--- src/rtl/uart_tx_arbiter.sv ---
// Round-robin arbiter that shares one UART transmitter between NREQ requesters.
// Each accepted word goes out as an optional {HDR_TAG,id} header, then data LSB-byte first.
module uart_tx_arbiter #(
  parameter int DBIT      = 8,
  parameter int NBYTES    = 4,
  parameter int NREQ      = 2,
  parameter int NB_ID     = 3,
  parameter int HEADER_EN = 1,
  parameter logic [DBIT-NB_ID-1:0] HDR_TAG = 5'b10100
) (
  input  logic                        i_clock,
  input  logic                        i_reset,
  input  logic [NREQ-1:0]             i_req_valid,
  input  logic [NREQ*NBYTES*DBIT-1:0] i_req_data,
  output logic [NREQ-1:0]             o_req_ready,
  output logic                        o_tx_start,
  output logic [DBIT-1:0]             o_tx_data,
  input  logic                        i_tx_done_tick,
  output logic                        o_busy,
  output logic [NB_ID-1:0]            o_grant_id,
  output logic                        o_frame_done
);

  localparam int WW   = NBYTES * DBIT;
  localparam int NCNT = NBYTES + HEADER_EN;
  localparam int CW   = $clog2(NCNT + 1);

  typedef enum logic [1:0] {S_IDLE, S_LOAD, S_START, S_WAIT} state_t;

  state_t           r_state;
  state_t           w_state_next;
  logic [NB_ID-1:0] r_last_grant;
  logic [NB_ID-1:0] r_grant_id;
  logic [WW-1:0]    r_shift;
  logic [CW-1:0]    r_cnt;
  logic             r_hdr_pend;
  logic [DBIT-1:0]  r_tx_data;
  logic             r_frame_done;

  logic [WW-1:0]    w_word [NREQ];
  logic [NREQ-1:0]  w_above;
  logic [NREQ-1:0]  w_masked;
  logic [NREQ-1:0]  w_src;
  logic [NREQ-1:0]  w_onehot;
  logic [NB_ID-1:0] w_win;
  logic             w_any;

  genvar gi;
  generate
    for (gi = 0; gi < NREQ; gi++) begin : g_req
      assign w_word[gi]  = i_req_data[gi*WW +: WW];
      assign w_above[gi] = (NB_ID'(gi) > r_last_grant);
    end
  endgenerate

  // Requesters above the last grant take precedence; otherwise wrap to the lowest valid.
  assign w_masked = i_req_valid & w_above;
  assign w_any    = |i_req_valid;
  assign w_src    = (|w_masked) ? w_masked : i_req_valid;

  always_comb begin
    w_win = '0;
    for (int i = NREQ - 1; i >= 0; i--) begin
      if (w_src[i]) w_win = NB_ID'(i);
    end
  end

  assign w_onehot = w_any ? (NREQ'(1) << w_win) : '0;

  always_ff @(posedge i_clock) begin
    if (i_reset) r_state <= S_IDLE;
    else         r_state <= w_state_next;
  end

  always_comb begin
    w_state_next = r_state;
    case (r_state)
      S_IDLE:  if (w_any) w_state_next = S_LOAD;
      S_LOAD:  w_state_next = S_START;
      S_START: w_state_next = S_WAIT;
      S_WAIT:  if (i_tx_done_tick) w_state_next = (r_cnt == CW'(1)) ? S_IDLE : S_LOAD;
      default: w_state_next = S_IDLE;
    endcase
  end

  always_comb begin
    o_req_ready = (r_state == S_IDLE) ? w_onehot : '0;
    o_tx_start  = (r_state == S_START);
    o_busy      = (r_state != S_IDLE);
  end

  // LOAD presents the next byte, so every start follows a done tick by two cycles.
  always_ff @(posedge i_clock) begin
    if (i_reset) begin
      r_last_grant <= NB_ID'(NREQ - 1);
      r_grant_id   <= '0;
      r_shift      <= '0;
      r_cnt        <= '0;
      r_hdr_pend   <= 1'b0;
      r_tx_data    <= '0;
      r_frame_done <= 1'b0;
    end else begin
      r_frame_done <= 1'b0;
      case (r_state)
        S_IDLE: begin
          if (w_any) begin
            r_shift      <= w_word[w_win];
            r_grant_id   <= w_win;
            r_last_grant <= w_win;
            r_cnt        <= CW'(NCNT);
            r_hdr_pend   <= (HEADER_EN != 0);
          end
        end
        S_LOAD: begin
          if (r_hdr_pend) begin
            r_tx_data  <= {HDR_TAG, r_grant_id};
            r_hdr_pend <= 1'b0;
          end else begin
            r_tx_data <= r_shift[DBIT-1:0];
            r_shift   <= r_shift >> DBIT;
          end
        end
        S_WAIT: begin
          if (i_tx_done_tick) begin
            r_cnt <= r_cnt - CW'(1);
            if (r_cnt == CW'(1)) r_frame_done <= 1'b1;
          end
        end
        default: ;
      endcase
    end
  end

  assign o_tx_data    = r_tx_data;
  assign o_grant_id   = r_grant_id;
  assign o_frame_done = r_frame_done;

endmodule

--- config.mk ---
export PLATFORM = sky130hd
export DESIGN_NAME = uart_tx_arbiter
export DESIGN_NICKNAME = d
export VERILOG_FILES = /design/src/rtl/uart_tx_arbiter.sv
export SDC_FILE = /design/constraint.sdc
export NUM_CORES = 1
export LEC_CHECK = 0
export BUFFER_PORTS_ARGS = -buffer_cell sky130_fd_sc_hd__buf_2
export CORE_ASPECT_RATIO = 2
export CORE_MARGIN = 2
export CORE_UTILIZATION = 42
export DETAILED_ROUTE_END_ITERATION = 7
export PLACE_DENSITY = 0.78
export REMOVE_ABC_BUFFERS = 1
export SYNTH_ARGS = -nofsm -noshare
export SYNTH_HDL_FRONTEND = slang
export SYNTH_SLANG_ARGS = --single-unit
export TNS_END_PERCENT = 100
--- constraint.sdc ---
create_clock -name i_clock -period 2 [get_ports i_clock]
set_input_delay 0.2 -clock i_clock [delete_from_list [all_inputs] [get_ports i_clock]]
set_output_delay 0.2 -clock i_clock [all_outputs]
set_load 0.005 [all_outputs]
## Word level (Yosys, flattened, before mapping)

Cells that the tools add are included.

- Bits in registers: 53
- Input bits: 69
- Output and inout bits: 16

- Add/sub/neg operators: 1
- $lt $le $gt $ge: 3
- Equality and inequality tests: 7
- Shift-type cells: 1
- Mux-type cells: 22
- Bitwise gates (word level): 4
- Reduce and logical (&&, ||, !) cells: 12

Operator list:

| operator | count |
|---|---|
| two-way mux 32 bit | 5 |
| case mux 32 bit (2 select lines) | 1 |
| two-way mux 2 bit | 5 |
| two-way mux 8 bit | 1 |
| case mux 2 bit (4 select lines) | 1 |
| greater-than comparator 1 x 3 -> 1 bit, first input constant | 2 |
| two-way mux 3 bit | 2 |
| != test 2 bit, second input constant | 3 |
| case mux 3 bit (2 select lines) | 1 |
| AND reduction 2 bit | 3 |
| AND reduction 3 bit | 2 |
| nonzero test 2 bit | 3 |
| two-way mux 1 bit | 5 |
| == test 2 bit, second input constant | 2 |
| >= comparator 4 x 2 -> 1 bit, second input constant | 1 |
| inverter 3 -> 4 bit | 1 |
| OR reduction 2 bit | 2 |
| == test 3 x 1 -> 1 bit, second input constant | 1 |
| OR reduction 3 bit | 1 |
| left shift 1 x 3 -> 2 bit, first input constant | 1 |
| subtractor 3 x 1 -> 3 bit, second input constant | 1 |
| AND 2 bit | 1 |
| == test 2 x 1 -> 1 bit, second input constant | 1 |
| logical NOT 2 bit | 1 |
| 2 further kinds | 3 |

## Logic depth before layout (Yosys ltp)

- Depth in word-level cells: 12
- Depth in mapped cells: 7
- Depth with buffers taken out: 5

## Least setup slack after synthesis

OpenSTA, ideal clock, no wires.

- Kind: register -> register
- From: reg r_state[0]
- To: reg r_shift[1]
- Arrival time: 1702 ps
- Required time: 1883 ps
- Setup slack: 181 ps
- Cell stages (with the launch flop): 8
- Path buffers: 2
- Clock period less this slack: 1819 ps
- Cells stage by stage: dfxtp_1 > inv_1 > ha_1 > buf_2 > nor3b_4 > o31a_2 > buf_2 > a32o_1

- Longest elaborated chain between the ends: 3

Ends and longest elaborated chain:

| what | line | RTL |
|---|---|---|
| start: declaration | 30 | `state_t r_state;` |
| start signal: assignment | 72 | `else r_state <= w_state_next;` |
| == test 2 x 1 -> 1 bit / logical NOT 2 bit (equally long branches) | 104 | `case (r_state)` |
| != test 2 bit (no source line) / nonzero test 2 bit (equally long branches) | -- |  |
| AND reduction 3 bit (no source line) | -- |  |
| end signal: assignment | 107 | `r_shift <= w_word[w_win];` |
| end signal: assignment | 120 | `r_shift <= r_shift >> DBIT;` |
| end: declaration | 34 | `logic [WW-1:0] r_shift;` |

Parallel ways exist; a longest one is shown, timed or not.
A chain may end at the register's enable or synchronous reset.

## Worst setup path after layout

- From: reg r_state[0]
- To: reg r_shift[8]

Same word-level chain as after synthesis.

==> run metrics <==
DRT iter0 DRCs=98; Avg Inst Size Synth=9.60 sq um; hold_ws=182 ps; vias in the first global route=2301; GRT Overall Usage=18.9%; RSZ-0062 raised after global routing=false; final WL=6020 um; crit path kind=reg2reg; first-pass GRT wire length=10100 um; critical path peak fanout=32; commonest non-fill, non-tap cell in the layout=buf_2; Post-Route Skew=3.52 ps; DP Area=3040 sq um; area grow syn2layout=22.9%; most utilized layer in the global route result=met2; met2 Use GR=35.0%; Worst-path clk slew=60 ps; largest net degree at the start of global routing=41; max cap viols=0; Setup WS pre-CTS=69.9 ps; CP endpoint kind=register; htree depth=2; fillcell total=563; PwrDens=1320 nW/um^2; Final GP Congestion=0.774; diode count=0; final count of hold timing violations=0; Vias/cell=5.78; commonest cells after routing, fill and taps aside=82 x buf_2, 49 x dfxtp_1, 29 x nand2b_1, 25 x and2_1, 25 x a221o_1; VDD IR max=0.917 mV; antenna violations before repair=0; Seq cells post-synth=49; Finish-stage setup viols=0; hold crit path type=in2reg; GR Overflow Total=0; met3 usage=3.24%; Synth cell types=39; fraction of layout cells with a size suffix above 1=30.8%; Arr. time, crit path=2030 ps; Final ANT Viol Nets=0; Final Cell Area=3210 sq um; Die Wd=59.8 um; CTS root buffer=clkbuf_16; via count=2370; worst skew pair latency=290 ps; CORE AREA=6010 sq um; Cells after DPL=403; cells after synthesis=272; Worst setup SP type=register; num ports=85; outcome=completed; post-synthesis sequential area ratio=37.6%; CTS Buf Count=5; FMAX=0.538 GHz; port bufs=82; Synth Warn #=0; Die H=116 um; Die ar.=6900 sq um; CTS tree=built; GR Layer Usage met1=19.8%; Post-Syn Area=2610 sq um; Max Slew Vio Count=0; clock sinks=49; Layout Cells excl Fill=410; P_leak=1.40 nW; Clock Path Buffers=2; number of remaining DRC errors=0; dpl hpwl=4440 um; final worst path period share=93.0%; nets=422; # rows=40; power consumption=4.22 mW; slack of the critical path=141 ps; first-pass iteration count of the detailed router=4; Critical Path RT=2170 ps; FF+latch area=981 sq um; starting density of the core=43.5%; min cycle time layout=1860 ps; multi-input logic area=1460 sq um; Avg WL per Cell=14.7 um
==> area by class of cell <==
cell class / instances / area share [%]
multi-input combinational: 189 / 45.5
clock inverter: 2 / 1.09
timing repair buffer: 94 / 15.6
inverter: 8 / 0.936
tap: 63 / 2.46
sequential: 49 / 30.6
clock buffer: 5 / 3.90
==> sequential cells by signal, indices dropped and copies added, names as in the netlist <==
signal and cells:
r_shift 32, r_last_grant 1, o_grant_id 1, r_state 2, r_hdr_pend 1, o_tx_data 8, o_frame_done 1, r_cnt 3
==> path summary, 6_finish.rpt <==
| path | start | end | slack [ps] | cells after the start |
|---|---|---|---|---|
| worst min-delay path | i_req_data[62] | r_shift[30]$_SDFFE_PP0P_ | 180 | 3 |
| worst min register to register | r_shift[18]$_SDFFE_PP0P_ | r_shift[18]$_SDFFE_PP0P_ | 460 | 1 |
| worst max-delay path | r_state[0]$_SDFFE_PP0P_ | r_shift[8]$_SDFFE_PP0P_ | 140 | 5 |
| worst max register to register | r_state[0]$_SDFFE_PP0P_ | r_shift[8]$_SDFFE_PP0P_ | 140 | 5 |
==> kinds of logic after synthesis <==
kind of cell	synth area share, %
other	0.144
multiplexers	3.45
flip-flops	37.6
buffers and inverters	7.09
AO/OA/AOI/OAI	28.1
AND/OR/NAND/NOR	20.8
adder cells (fa/ha/maj)	2.87
==> cell usage after synthesis <==
master	instances	area (sq um)
a211oi_1	1	7.51
a21bo_1	1	10.0
a21o_1	2	15.0
a21oi_1	7	35.0
a221o_1	25	250
a221oi_1	2	17.5
a2bb2oi_1	1	8.76
a31oi_1	1	6.26
a32o_1	24	240
and2_1	25	156
buf_1	2	7.51
buf_2	4	20.0
buf_4	7	52.6
buf_6	3	33.8
clkbuf_1	11	41.3
conb_1	1	3.75
dfxtp_1	49	981
ha_1	6	75.1
inv_1	8	30.0
mux2i_1	9	90.1
nand2_1	6	22.5
nand2b_1	29	181
nand3_1	6	30.0
nand3b_1	1	7.51
nor2_1	10	37.5
nor2b_1	6	37.5
nor3b_4	1	18.8
nor4_4	1	21.3
nor4b_1	1	8.76
o211ai_1	1	7.51
o21ai_0	5	25.0
o22ai_1	2	12.5
o2bb2ai_1	8	70.1
o311ai_0	1	8.76
o31a_2	1	10.0
o41ai_1	1	8.76
or2_2	1	6.26
or3_1	1	6.26
or3b_2	1	8.76
==> metal layers <==
layer	share of wire, %	vias to the layer above
met2	57	56
met4	1.9	0
met3	3.4	9
met1	38	1143
li1	-	1162
met5	0	-
==> repair_timing <==
| item | CTS | global route |
|---|---|---|
| endpoints found under the setup margin | 0 | 32 |
| hold buffers | 0 | 0 |
| buffers inserted | 0 | 0 |
| endpoints found under the hold margin | 0 | 0 |
| resized for setup | 0 | 1 |
==> worst max-delay path, stage by stage, from the launching register on <==
cell and delay [ps]:
dfxtp_1 440, inv_1 110, ha_1 240, nor3b_4 180
o31a_4 500, a32o_1 260
==> power breakdown <==
part | leakage (nW) | total, mW | switching (mW) | internal (mW)
registers | 0.403 | 1.55 | 0.204 | 1.34
logic | 0.913 | 1.76 | 0.884 | 0.874
clock network | 0.0797 | 0.913 | 0.334 | 0.580
total | 1.40 | 4.22 | 1.42 | 2.80
==> stage by stage <==
step                setup TNS [ps]  utilization, %
floorplan                   -26430               -
global placement                 0            50.6
detailed placement               0            50.6
CTS                              0            53.3
global route                     0            53.4
finish                           0            53.4
No activity file was read; power rests on OpenSTA's default activity.
